### src/rtl/fetch_align_buffer.sv
// fetch_align_buffer: per-slot kill/align of fetch packets, DEPTH-packet decoupling queue, branch flush.
// Optional macro FETCH_BYPASS_EN: an empty queue forwards the incoming packet to decode combinationally.
module fetch_align_buffer #(
  parameter int XLEN  = 32,
  parameter int SLOTS = 2,
  parameter int DEPTH = 4
) (
  input  logic                       clock_i,
  input  logic                       reset_n_i,
  input  logic [SLOTS*XLEN-1:0]      idata_i,
  input  logic                       ivalid_i,
  output logic                       iready_o,
  input  logic [SLOTS-1:0]           slot_kill_i,
  input  logic [SLOTS-1:0]           pred_i,
  input  logic                       branch_mispred_i,
  input  logic                       wasnt_branch_i,
  output logic [SLOTS*XLEN-1:0]      inst_o,
  output logic [SLOTS-1:0]           pred_o,
  output logic [SLOTS-1:0]           valid_o,
  input  logic                       ready_i,
  output logic                       branch_flush_o,
  output logic [$clog2(DEPTH+1)-1:0] occupancy_o
);

  localparam int PW = $clog2(DEPTH);
  localparam int OW = $clog2(DEPTH+1);
  localparam logic [OW-1:0] DEPTH_C = OW'(DEPTH);
  localparam logic [OW-1:0] OCC_ONE = OW'(1);
  localparam logic [OW-1:0] OCC_ZERO = OW'(0);
  localparam logic [PW-1:0] PTR_ONE = PW'(1);
  localparam logic [PW-1:0] PTR_ZERO = PW'(0);

  logic [SLOTS*XLEN-1:0] inst_mem_r  [DEPTH];
  logic [SLOTS-1:0]      pred_mem_r  [DEPTH];
  logic [SLOTS-1:0]      valid_mem_r [DEPTH];
  logic [PW-1:0]         wr_ptr_r;
  logic [PW-1:0]         rd_ptr_r;
  logic [OW-1:0]         occ_r;
  logic                  second_flush_r;

  logic                  flush_req_s;
  logic                  flush_active_s;
  logic                  push_s;
  logic                  store_s;
  logic                  pop_s;
  logic                  mem_pop_s;
  logic                  bypass_s;
  logic [SLOTS*XLEN-1:0] in_inst_s;
  logic [SLOTS-1:0]      in_pred_s;
  logic [SLOTS-1:0]      in_valid_s;

  assign flush_req_s    = branch_mispred_i | wasnt_branch_i;
  assign flush_active_s = flush_req_s | second_flush_r;
  assign branch_flush_o = flush_active_s;
  assign occupancy_o    = occ_r;

  // Packets offered during a flush are accepted and silently discarded.
  assign iready_o   = (occ_r < DEPTH_C) | flush_active_s;
  assign push_s     = ivalid_i & iready_o & ~flush_active_s & ~(&slot_kill_i);
  assign in_valid_s = ~slot_kill_i;
  assign in_pred_s  = pred_i & ~slot_kill_i;

`ifdef FETCH_BYPASS_EN
  assign bypass_s = (occ_r == OCC_ZERO) & ~flush_active_s & push_s;
`else
  assign bypass_s = 1'b0;
`endif

  // A bypassed packet consumed by decode in the same cycle never enters the queue.
  assign pop_s     = (|valid_o) & ready_i;
  assign store_s   = push_s & ~(bypass_s & ready_i);
  assign mem_pop_s = pop_s & ~bypass_s;

  // Zero the instruction field of every killed slot.
  always_comb begin
    in_inst_s = {(SLOTS*XLEN){1'b0}};
    for (int j = 0; j < SLOTS; j++) begin
      if (slot_kill_i[j]) begin
        in_inst_s[j*XLEN +: XLEN] = {XLEN{1'b0}};
      end else begin
        in_inst_s[j*XLEN +: XLEN] = idata_i[j*XLEN +: XLEN];
      end
    end
  end

  // Head-of-queue presentation, blanked while a flush is in progress.
  always_comb begin
    inst_o  = {(SLOTS*XLEN){1'b0}};
    pred_o  = {SLOTS{1'b0}};
    valid_o = {SLOTS{1'b0}};
    if (flush_active_s) begin
      valid_o = {SLOTS{1'b0}};
    end else if (occ_r != OCC_ZERO) begin
      inst_o  = inst_mem_r[rd_ptr_r];
      pred_o  = pred_mem_r[rd_ptr_r];
      valid_o = valid_mem_r[rd_ptr_r];
    end else if (bypass_s) begin
      inst_o  = in_inst_s;
      pred_o  = in_pred_s;
      valid_o = in_valid_s;
    end else begin
      valid_o = {SLOTS{1'b0}};
    end
  end

  // Packet storage.
  always_ff @(posedge clock_i or negedge reset_n_i) begin
    if (!reset_n_i) begin
      for (int i = 0; i < DEPTH; i++) begin
        inst_mem_r[i]  <= {(SLOTS*XLEN){1'b0}};
        pred_mem_r[i]  <= {SLOTS{1'b0}};
        valid_mem_r[i] <= {SLOTS{1'b0}};
      end
    end else if (store_s && !flush_req_s) begin
      inst_mem_r[wr_ptr_r]  <= in_inst_s;
      pred_mem_r[wr_ptr_r]  <= in_pred_s;
      valid_mem_r[wr_ptr_r] <= in_valid_s;
    end
  end

  // Second flush cycle tracker.
  always_ff @(posedge clock_i or negedge reset_n_i) begin
    if (!reset_n_i) begin
      second_flush_r <= 1'b0;
    end else begin
      second_flush_r <= flush_req_s;
    end
  end

  // Pointers and occupancy; a flush empties the queue and overrides any push/pop.
  always_ff @(posedge clock_i or negedge reset_n_i) begin
    if (!reset_n_i) begin
      wr_ptr_r <= PTR_ZERO;
      rd_ptr_r <= PTR_ZERO;
      occ_r    <= OCC_ZERO;
    end else if (flush_req_s) begin
      wr_ptr_r <= PTR_ZERO;
      rd_ptr_r <= PTR_ZERO;
      occ_r    <= OCC_ZERO;
    end else begin
      if (store_s) begin
        wr_ptr_r <= wr_ptr_r + PTR_ONE;
      end
      if (mem_pop_s) begin
        rd_ptr_r <= rd_ptr_r + PTR_ONE;
      end
      case ({store_s, mem_pop_s})
        2'b10:   occ_r <= occ_r + OCC_ONE;
        2'b01:   occ_r <= occ_r - OCC_ONE;
        default: occ_r <= occ_r;
      endcase
    end
  end

endmodule

### config.mk
export PLATFORM = sky130hd
export DESIGN_NAME = fetch_align_buffer
export DESIGN_NICKNAME = d
export VERILOG_FILES = /design/src/rtl/fetch_align_buffer.sv
export SDC_FILE = /design/constraint.sdc
export NUM_CORES = 1
export LEC_CHECK = 0
export ABC_CLOCK_PERIOD_IN_PS = 2100
export BUFFER_PORTS_ARGS = -buffer_cell sky130_fd_sc_hd__buf_2
export CAP_MARGIN = 20
export CORE_ASPECT_RATIO = 0.75
export CORE_UTILIZATION = 35
export DETAILED_ROUTE_END_ITERATION = 8
export SYNTH_ARGS = -nofsm -noshare
export SYNTH_HDL_FRONTEND = slang
export SYNTH_SLANG_ARGS = --single-unit
### constraint.sdc
create_clock -name clock_i -period 2.1 [get_ports clock_i]
set_input_delay 0.42 -clock clock_i [delete_from_list [all_inputs] [get_ports clock_i]]
set_output_delay 0.42 -clock clock_i [all_outputs]
set_load 0.05 [all_outputs]
==> results.tsv <==
stage	metric	value	unit
logic_synthesis	register area share after synthesis	56.1	%
power	Peak VDD IR	0.450	mV
setup_path	crit-path max FO	7	
die	row count	59	
logic_synthesis	Ys Warns	0	
setup_path	Crit. path cell count	6	
power	PD cells	751	nW/um2
setup_path	crit path buf inv count	4	
die	Core ar.	34900	um2
outcome	failing checks	DRC, setup timing	
logic_synthesis	most common cell in the netlist	dfrtp_1	
die	Initial Util	35.8	%
timing	Slew Viols, Final	0	
logic_synthesis	EDFF count, synth	0	
timing	Highest Clock Rate	0.374	GHz
routing	DRC Markers	20	
timing	setup violators final	71	
finish	layout cells sized above 1	31.6	%
setup_path	CP Capture Type	primary output	
routing	drt via density	5.01	
finish	Post-Layout Cell Count	1800	
timing	Final Hold Viols	0	
finish	fillers	3179	
setup_path	RR Startpoint	rd_ptr_r[0]$_DFFE_PN0P_	
grt	global-route wire length before repair	52.4	mm
place	placed insts	1723	
logic_synthesis	largest cells by area after synthesis	dfrtp_1 56%, mux4_2 12%, o21ai_0 11%	
setup_path	Arr. time, crit path	2250	ps
grt	initial antenna violation count	5	
setup_path	Register-to-Register Path Depth	9	
logic_synthesis	Synth Flop Type	dfrtp_1	
logic_synthesis	async set-reset flop share out of synthesis	100	%
routing	total wire length	32.7	mm
power	Leakage Power	7.21	nW
logic_synthesis	Post-Syn Area	12500	um2
setup_path	cells along the critical path	buf_12 > buf_12 > buf_12 > mux4_2 > and3_4 > buf_6	
die	Chip Height	166	um
timing	Final WS setup	-575	ps
finish	final core utilization	47.2	%
die	io pins	147	
flow_run	Max Cap Viol	0	
setup_path	CP dominant cell by count	buf_12	
place	gpl congestion	0.735	
place	dpl ws	-101	ps
finish	layout overhead on the synthesized area	32.0	%
cts	clk_lat worst skew	560	ps
cts	CTS root buf	clkbuf_16	
cts	TritonCTS clock tree	yes	
grt	largest net degree at the start of global routing	85	
routing	DRT Pass-1 Iters	6	
die	Die Wd	220	um
cts	H-tree depth	1	
logic_synthesis	Post-Syn Nets	1244	
setup_path	Top Family by Delay on Critical Path	buffers and inverters	
finish	Nets	1396	
cts	CTS Buf Count	30	
routing	via count	9023	
logic_synthesis	Synth top cells by count	280 x dfrtp_1, 278 x nand2_1, 272 x o21ai_0	
logic_synthesis	Yosys reg bits	280	
grt	grt total ovfl	0	
outcome	status	finished, violations left	
logic_synthesis	Mean Syn Cell Area	10.7	um2
cts	CTS Sinks	280	
routing	post-route ant nets	0	
cts	CTS clk-pin slew, worst paths	60	ps
worst_hold_path	WHS Path Cells	3	
die	Die ar.	36400	um2
timing	min Tclk post-route	2670	ps
worst_hold_path	min-delay worst type	in2reg	
timing	Slew HR	53.1	%
timing	clock skew	11.2	ps
logic_synthesis	top cell type's share of synthesized area	56.1	%
timing	RSZ-0062 raised after global routing	yes	
logic_synthesis	Netlist cell types	27	
timing	setup tns final	-35140	ps
grt	overall global routing resource usage	18.6	%
logic_synthesis	Yosys top cell by area	dfrtp_1	
timing	Worst Tran Pin Value	704	ps
worst_hold_path	Hold Crit Start	idata_i[18]	
timing	final worst path period share	127	%
routing	drt wl/cell	18.1	um
logic_synthesis	Mapped Cells	1165	
setup_path	critical path class	reg2out	
place	port bufs	146	
grt	vias in the first global route	9112	
setup_path	CP max-delay cell	dfrtp_4	
cts	CTS max path bufs	3	
routing	DRT iter0 DRCs	603	
power	Power Total	12.4	mW
setup_path	peak per-stage delay on the critical path	510	ps
setup_path	Req. time, crit path	1680	ps
setup_path	Critical Path Source Type	flip-flop	
place	Post-DP HPWL	20.0	mm
setup_path	beginning of the critical path	rd_ptr_r[0]$_DFFE_PN0P_	
-- cell families after synthesis --
| group | count (synthesis) | share of synthesized area (%) |
|---|---|---|
| multiplexers | 72 | 12.6 |
| XOR/XNOR | 2 | 0.140 |
| buffers and inverters | 104 | 3.37 |
| adder cells (fa/ha/maj) | 5 | 0.561 |
| AND/OR/NAND/NOR | 425 | 15.8 |
| flip-flops | 280 | 56.1 |
| AO/OA/AOI/OAI | 277 | 11.4 |
-- worst reg2reg max path, stage by stage (launching register included) --
cell       delay [ps]
dfrtp_4           510
buf_4             160
mux4_2            440
buf_4             150
buf_4             130
o2111ai_4         230
nor2_2             70
fa_2              520
inv_1              40
mux2i_1           120
-- registers in the layout, indices dropped and copies added (netlist names) --
name,flops
inst_mem_r,256
pred_mem_r,8
valid_mem_r,8
occupancy_o,3
rd_ptr_r,2
wr_ptr_r,2
second_flush_r,1
-- through the flow --
stage / hold slack [ps] / area [um2]
finish: 183 / 16500
global route: 184 / 16500
CTS: 165 / 16400
detailed placement: 361 / 14200
global placement: 360 / 14200
floorplan: 124 / 12500
-- power by group --
part / switching [mW] / total, mW / leakage (nW) / internal, mW
registers: 0.119 / 5.73 / 3.85 / 5.61
logic: 0.466 / 0.903 / 2.82 / 0.437
clock network: 2.25 / 5.74 / 0.533 / 3.49
-- worst paths after layout --
check	slack, ps	to
max in group asynchronous	1040	inst_mem_r[21]$_DFFE_PN0P_
min in group asynchronous	370	inst_mem_r[139]$_DFFE_PN0P_
min reg2reg	470	inst_mem_r[43]$_DFFE_PN0P_
max reg2reg	-330	occupancy_o[1]$_DFFE_PN0P_
max	-570	inst_o[20]
min	180	inst_mem_r[146]$_DFFE_PN0P_
-- placed cells by master (no fill, tap or decap), types with 3 or more instances in the layout --
| master | count |
|---|---|
| and3_4 | 68 |
| buf_12 | 30 |
| buf_2 | 75 |
| buf_4 | 31 |
| buf_6 | 37 |
| buf_8 | 42 |
| bufinv_16 | 5 |
| clkbuf_1 | 3 |
| clkbuf_16 | 31 |
| clkbuf_8 | 5 |
| clkinv_2 | 7 |
| dfrtp_1 | 275 |
| dfrtp_2 | 3 |
| ha_1 | 4 |
| inv_1 | 5 |
| mux2i_1 | 3 |
| mux4_2 | 68 |
| nand2_1 | 277 |
| nand2b_1 | 66 |
| nand4_4 | 3 |
| o21ai_0 | 272 |
-- cell type report --
class	instances	area, um2	area share (%)
repair buffers	218	2320	14.1
diodes	2	5.00	0.0304
clock buffers	39	856	5.19
inverters	6	22.5	0.137
flip-flops and latches	280	7020	42.6
multi-input cells	781	5460	33.1
well taps	457	572	3.47
clock inverters	17	226	1.37
-- metal layers --
metal  GRT usage [%]  share of wire (%)
met5               0              0.067
met1            25.9                 46
met3            3.10                4.7
met4            4.08                1.9
met2            30.4                 48
-- repair_timing --
item	4_1_cts	5_1_grt
endpoints found under the hold margin	39	0
gates resized for setup	260	17
setup buffers	12	5
gates cloned	3	0
pin swaps	18	14
hold buffers	1	0
setup endpoints to repair	71	73
Note: power is estimated with default switching activity, not from simulation.
